<file path="config.mk">
export PLATFORM = sky130hd
export DESIGN_NAME = branch_predictor_bht
export DESIGN_NICKNAME = d
export VERILOG_FILES = /design/src/rtl/branch_predictor_bht.sv
export SDC_FILE = /design/constraint.sdc
export NUM_CORES = 1
export LEC_CHECK = 0
export CAP_MARGIN = 20
export CORE_MARGIN = 5
export CORE_UTILIZATION = 31
export DETAILED_ROUTE_END_ITERATION = 10
export HOLD_SLACK_MARGIN = 0.15
export MAX_ROUTING_LAYER = met4
export PLACE_DENSITY_LB_ADDON = 0.12
export SETUP_SLACK_MARGIN = 0.02
export SLEW_MARGIN = 10
export SYNTH_ARGS = -nofsm -noshare
export SYNTH_HDL_FRONTEND = slang
export SYNTH_SLANG_ARGS = --single-unit
</file>
<file path="constraint.sdc">
create_clock -name clk -period 5 [get_ports clk]
set_clock_uncertainty 0.2 [all_clocks]
set_input_delay 0.5 -clock clk [delete_from_list [all_inputs] [get_ports clk]]
set_output_delay 0.5 -clock clk [all_outputs]
set_load 0.02 [all_outputs]
</file>
<file path="src/rtl/branch_predictor_bht.sv">
// Direct-mapped BHT of 2-bit saturating counters with a post-reset clear sweep,
// registered mispredict pulse and saturating branch/mispredict statistics.
module branch_predictor_bht #(
  parameter int unsigned IDX_BITS = 6,
  parameter int unsigned CNT_W    = 32
) (
  input  logic             clk,
  input  logic             rst,
  input  logic [31:0]      pred_pc,
  output logic             pred_taken,
  output logic             ready,
  input  logic             upd_valid,
  input  logic [31:0]      upd_pc,
  input  logic             upd_taken,
  input  logic             upd_pred,
  output logic             mispredict,
  output logic [CNT_W-1:0] br_count,
  output logic [CNT_W-1:0] miss_count
);

  localparam int unsigned ENTRIES = 1 << IDX_BITS;
  localparam logic [1:0]  CNT_WNT = 2'b01;

  typedef enum logic {S_INIT, S_RUN} state_t;

  state_t              r_state;
  state_t              w_state_nxt;
  logic [IDX_BITS-1:0] r_init_idx;
  logic [IDX_BITS-1:0] w_init_idx_nxt;
  logic                w_init_wr;
  logic                w_init_last;
  logic                w_upd_acc;
  logic                w_miss;

  logic [1:0]          r_bht [ENTRIES];
  logic [IDX_BITS-1:0] w_pred_idx;
  logic [IDX_BITS-1:0] w_upd_idx;
  logic [1:0]          w_upd_cur;
  logic [1:0]          w_upd_nxt;

  logic                r_ready;
  logic                r_mispredict;
  logic [CNT_W-1:0]    r_br_count;
  logic [CNT_W-1:0]    r_miss_count;

  // Only the index field of each PC is used; the rest aliases by design.
  logic w_unused_pc_bits;
  assign w_unused_pc_bits = ^{pred_pc[31:IDX_BITS+2], pred_pc[1:0],
                              upd_pc[31:IDX_BITS+2], upd_pc[1:0]};

  assign w_pred_idx = pred_pc[IDX_BITS+1:2];
  assign w_upd_idx  = upd_pc[IDX_BITS+1:2];

  // State register
  always_ff @(posedge clk) begin
    if (rst) begin
      r_state    <= S_INIT;
      r_init_idx <= '0;
    end else begin
      r_state    <= w_state_nxt;
      r_init_idx <= w_init_idx_nxt;
    end
  end

  // Next-state and update-accept decode
  always_comb begin
    w_state_nxt    = r_state;
    w_init_idx_nxt = r_init_idx;
    w_init_wr      = 1'b0;
    w_init_last    = 1'b0;
    w_upd_acc      = 1'b0;
    case (r_state)
      S_INIT: begin
        w_init_wr      = 1'b1;
        w_init_idx_nxt = r_init_idx + IDX_BITS'(1);
        w_init_last    = (r_init_idx == IDX_BITS'(ENTRIES - 1));
        if (w_init_last) w_state_nxt = S_RUN;
      end
      S_RUN: begin
        w_upd_acc = upd_valid;
      end
      default: begin
        w_state_nxt = S_INIT;
      end
    endcase
  end

  assign w_miss = w_upd_acc & (upd_taken ^ upd_pred);

  // Saturating 2-bit counter step for the resolving branch
  always_comb begin
    w_upd_cur = r_bht[w_upd_idx];
    w_upd_nxt = w_upd_cur;
    if (upd_taken) begin
      if (w_upd_cur != 2'b11) w_upd_nxt = w_upd_cur + 2'(1);
    end else begin
      if (w_upd_cur != 2'b00) w_upd_nxt = w_upd_cur - 2'(1);
    end
  end

  // Table storage is not reset; the sweep clears it instead.
  always_ff @(posedge clk) begin
    if (!rst) begin
      if (w_init_wr) begin
        r_bht[r_init_idx] <= CNT_WNT;
      end else if (w_upd_acc) begin
        r_bht[w_upd_idx] <= w_upd_nxt;
      end
    end
  end

  // Registered status and statistics
  always_ff @(posedge clk) begin
    if (rst) begin
      r_ready      <= 1'b0;
      r_mispredict <= 1'b0;
      r_br_count   <= '0;
      r_miss_count <= '0;
    end else begin
      if (w_init_last) r_ready <= 1'b1;
      r_mispredict <= w_miss;
      if (w_upd_acc && !(&r_br_count)) r_br_count <= r_br_count + CNT_W'(1);
      if (w_miss && !(&r_miss_count)) r_miss_count <= r_miss_count + CNT_W'(1);
    end
  end

  assign pred_taken = r_ready & r_bht[w_pred_idx][1];
  assign ready      = r_ready;
  assign mispredict = r_mispredict;
  assign br_count   = r_br_count;
  assign miss_count = r_miss_count;

endmodule

</file>
Word-level counts from Yosys, hierarchy flattened
Memories as Yosys holds them, arrays and structs flattened.
Cells that the tools add are included.
W data, S select, Z words.

storage, ports and cells
  memories kept = 1
  register bits after elaboration = 73
  logic and storage cells = 42
  memory bits (writable) = 128
  input port bits = 69
  output and inout port bits = 67

memory list
  name   words  width  rd ports  clocked after memory_dff  write ports  RTL line  RTL
  r_bht  64     2      2         0                         1            35        logic [1:0] r_bht [ENTRIES];

cells by class
  reduce and logical (&&, ||, !) cells = 8
  add/sub/neg operators = 5
  eq/ne operators = 2
  multiplexer cells = 17
  bitwise gates (word level) = 3

operators by type and width
  kind                     number
  $add A32 B1 Y32 const B  2
  $reduce_and A32 Y1       2
  $mux W1                  12
  $mux W2                  4
  $add A6 B1 Y6 const B    1
  $eq A6 B6 Y1 const B     1
  $mux W6                  1
  $add A2 B1 Y2 const B    1
  $and A1 B1 Y1            2
  $logic_and A1 B1 Y1      2
  $logic_not A1 Y1         2
  $ne A2 B2 Y1 const B     1
  $reduce_bool A2 Y1       1
  $reduce_or A2 Y1         1
  $sub A2 B1 Y2 const B    1
  $xor A1 B1 Y1            1

Logic depth before layout (Yosys ltp)
  depth after elaboration = 7
  gate-level depth with buffers = 9
  depth with buffers taken out = 7

Worst setup path after synthesis
Ideal clock, no wire load.

  path kind = input to register
  start point = input port upd_pc[2]
  end point = memory r_bht[0][0], data pin
  slack = -511 ps
  arrival time = 4609 ps
  data required time = 4098 ps
  stages = 8
  library setup time = 702 ps
  buffers on the path = 2
  cells stage by stage = buf_2 > buf_2 > mux4_2 > mux2i_1 > a21boi_0 > a32oi_1 > a21oi_1 > o21ai_0

between the ends
  word-level cells in the longest chain between the ends = 5
  elaborated cells between the ends (all ways) = 9
  those cells by class = add/sub: 2; eq/ne: 1; mux: 4; reduce/logical: 1; memory: 1

RTL lines
  element                                RTL line  RTL
  from (decl)                            13        input logic [31:0] upd_pc,
  $mem_v2 Z64 W2 (*)                     --
  $sub A2 B1 Y2 (tied with other cells)  97        if (w_upd_cur != 2'b00) w_upd_nxt = w_upd_cur - 2'(1);
  $mux W2, on equally long branches      97, 95
  $mux W2 (*)                            94        if (upd_taken) begin
  $mux W2 (no line) (*)                  --
  to (decl)                              35

Every way passes the cells marked *; elsewhere a longest branch is shown, timed or not.

Worst setup path in the final report
  start point = input port pred_pc[2]
  end point = output port pred_taken

between the ends
  word-level cells in the longest chain between the ends = 2

RTL lines
  element         RTL line  RTL
  from (decl)     9         input logic [31:0] pred_pc,
  $mem_v2 Z64 W2  --
  $and A1 B1 Y1   127       assign pred_taken = r_ready & r_bht[w_pred_idx][1];
  to (decl)       10        output logic pred_taken,

No other way between the ends.

==> results.yml <==
place:
  dp_slack_ns: 0.599
  dpl_cell_area_um2: 10800
  gp_congestion: 0.773
  io_buffers: 83
  dp_hpwl_um: 16600
  dp_cells: 1231
clock_tree:
  cts_buffers: 24
  clk_latency_ns: 0.52
  h-tree-depth: 1
  clkTransAtPathRegs_ns: 0.05
  clockBufferDepth: 3
  cts_tree: "built"
  numClockSinks: 201
  root_buffer: "clkbuf_16"
worst_setup_path:
  crit_family: "multiplexers"
  start_kind: "input port"
  crit_path_cell_trace: "clkdlybuf4s50_1, buf_4, mux4_2, mux4_2, mux4_2, and2_1, clkdlybuf4s50_1"
  reg2regPathDepth: 6
  timing.rr.start: "r_state$_SDFF_PP0_"
  reg2reg_slack_ns: 1.63
  cp-startpoint: "pred_pc[2]"
  required_ns: 4.30
  arrival_ns: 3.67
  crit_type: "input port to output port"
  slowest_delay_ns: 0.58
  cp_slowest_cell: "mux4_2"
  crit_path_end_kind: "output port"
  timing.rr.end: "r_bht[35][1]$_DFFE_PP_"
  crit_cells: 7
  cp_common_cell: "mux4_2"
  crit_fanout: 16
  crit_buf_inv: 3
synthesis:
  synth_nets: 851
  synth_cells: 779
  synth.area.top_cells: "edfxtp_1 40%, dfxtp_1 15%, mux4_2 12%"
  synth.avg_cell_area_um2: 12.2
  ys_seq_area_frac: 0.556
  ys_types: 59
  async_flop_share: 0
  yosysTopAreaCell: "edfxtp_1"
  synth_top_cell_area_share: 0.403
  synth-seq-cells: 201
  ys.flop_type: "edfxtp_1"
  yosysWarnings: 0
  synth_edf_count: 128
  netlist_area_um2: 9540
sta:
  fmax_mhz: 229
  worst_slew_margin_rel: 0.312
  min_period_ns: 4.37
  finalSetupTns_ns: 0
  worstMarginPinSlew_ns: 1.03
  fin_ws_ns: 0.632
  setup_viol: 0
  hold_slack_ns: 0.303
  slew_violations: 0
  rsz0062_at_grt: "false"
  final-hold-violation-count: 0
  period_share: 0.874
worst_hold_path:
  whs_endpoint: "miss_count[20]$_SDFFE_PP0P_"
  min_path_cells: 2
  hold_path.class: "flip-flop to flip-flop"
  hold_start: "miss_count[20]$_SDFFE_PP0P_"
die:
  row_count: 64
  ioPinCount: 136
  fp.coreArea_um2: 30500
  die_x_um: 185
  die_area_um2: 34400
  start_util: 0.313
  die_h_um: 185
grt:
  grt_max_degree: 73
  grt_pass1_wl_um: 38100
  first_global_vias: 6362
  antenna_found_initial: 0
  grt_overflow: 0
  grt_util_all_layers: 0.146
route:
  wl_per_cell_um: 19.1
  drt_iter0_markers: 389
  antenna_left: 0
  drc: 0
  vias_per_cell: 5.07
  drtPass1Iterations: 5
  routed_wl_um: 24400
  vias: 6469
run_status:
  status: "completed"
power:
  ir_worst_vdd_mv: 0.217
  power.leakage_nw: 3.81
  power_density_nw_per_um2: 307
final_layout:
  stdcell_count: 1276
  layout.nets: 934
  layout-drive-gt1-share: 0.132
  finish.instance_area_um2: 11500
  multi_input_area_um2: 4040
  area_growth_pct: 21.0
  mostFrequentLayoutCells: "140 x nor2_1, 128 x edfxtp_1, 80 x clkdlybuf4s50_1"
  diodes: 0
  final_common_cell: "nor2_1"
  num-fill-cells: 3010
  seq_area_um2: 5310
job:
  maxCapViolCount: 0
layer usage:
| layer | GRT usage | vias up | routed length, um | share of wire |
|---|---|---|---|---|
| met5 | - | - | 0 | 0 |
| met4 | 0.0338 | 0 | 488 | 0.020 |
| met3 | 0.0202 | 36 | 1210 | 0.050 |
| met2 | 0.221 | 163 | 10900 | 0.45 |
| met1 | 0.209 | 3142 | 11800 | 0.48 |
| li1 | - | 3128 | - | - |
cell type report:
class / count / area share
repair buffers: 98 / 0.0807
multi-input cells: 529 / 0.350
clock buffers: 31 / 0.0562
inverters: 8 / 0.00260
flip-flops and latches: 201 / 0.460
clock inverters: 13 / 0.00727
well taps: 396 / 0.0430
worst max path at each step:
stage                            end  slack (ns)
2_1_floorplan  r_bht[0][1]$_DFFE_PP_        0.53
3_3_place_gp              pred_taken        0.60
3_5_place_dp              pred_taken        0.60
4_1_cts                   pred_taken        0.60
5_1_grt                   pred_taken        0.55
6_report                  pred_taken        0.63
metrics by stage:
stage	utilization	total power, mW
final	0.378	3.54
after global routing	0.378	3.69
after CTS	0.378	3.60
after detailed placement	0.354	1.95
after global placement	0.354	1.95
after floorplan	-	1.89
synthesized netlist by cell type, types with 5 or more instances:
cell type  instances
o21ai_0           12
nor2b_1            8
clkbuf_1          28
nand3_1           27
nor2_1           140
o31ai_1            6
a211oi_1          15
o2111ai_1          6
a21oi_1           20
xnor2_1           27
or3_1              8
and4_1             8
inv_1              8
o211ai_1           7
and3_1             7
edfxtp_1         128
mux4_2            52
nor3_1             5
buf_2             10
nand4_1           18
dfxtp_1           73
and2_1             6
mux2i_1           13
xor2_1            30
or4_1              5
nand2b_1           7
nand2_1           44
worst min-delay path, stage by stage, from the launching register on:
cell	delay [ns]
dfxtp_1	0.32
o21ai_0	0.08
a21oi_1	0.06
power breakdown:
group          switching (mW)  internal, mW
clock                   0.674         0.961
sequential            0.00439          1.75
combinational          0.0917        0.0635
state kept, by name (all words and copies together), names as in the netlist:
register    flops
mispredict      1
miss_count     32
r_bht         128
r_state         1
ready           1
br_count       32
r_init_idx      6
what timing repair did:
item	CTS	global route
hold buffers	1	0
hold endpoints to repair	4	0
gates resized for setup	0	0
setup buffers	0	0
cell families (layout without fill, tap and decap cells):
logic type               after synthesis  count (layout)  synth area share
flip-flops                           201             201             0.556
adder cells (fa/ha/maj)                3               3           0.00394
XOR/XNOR                              57              57            0.0524
AO/OA/AOI/OAI                         97              97            0.0715
buffers and inverters                 49             150            0.0222
multiplexers                          67              67             0.139
AND/OR/NAND/NOR                      305             305             0.155
Power figures use the tool's default switching activity.
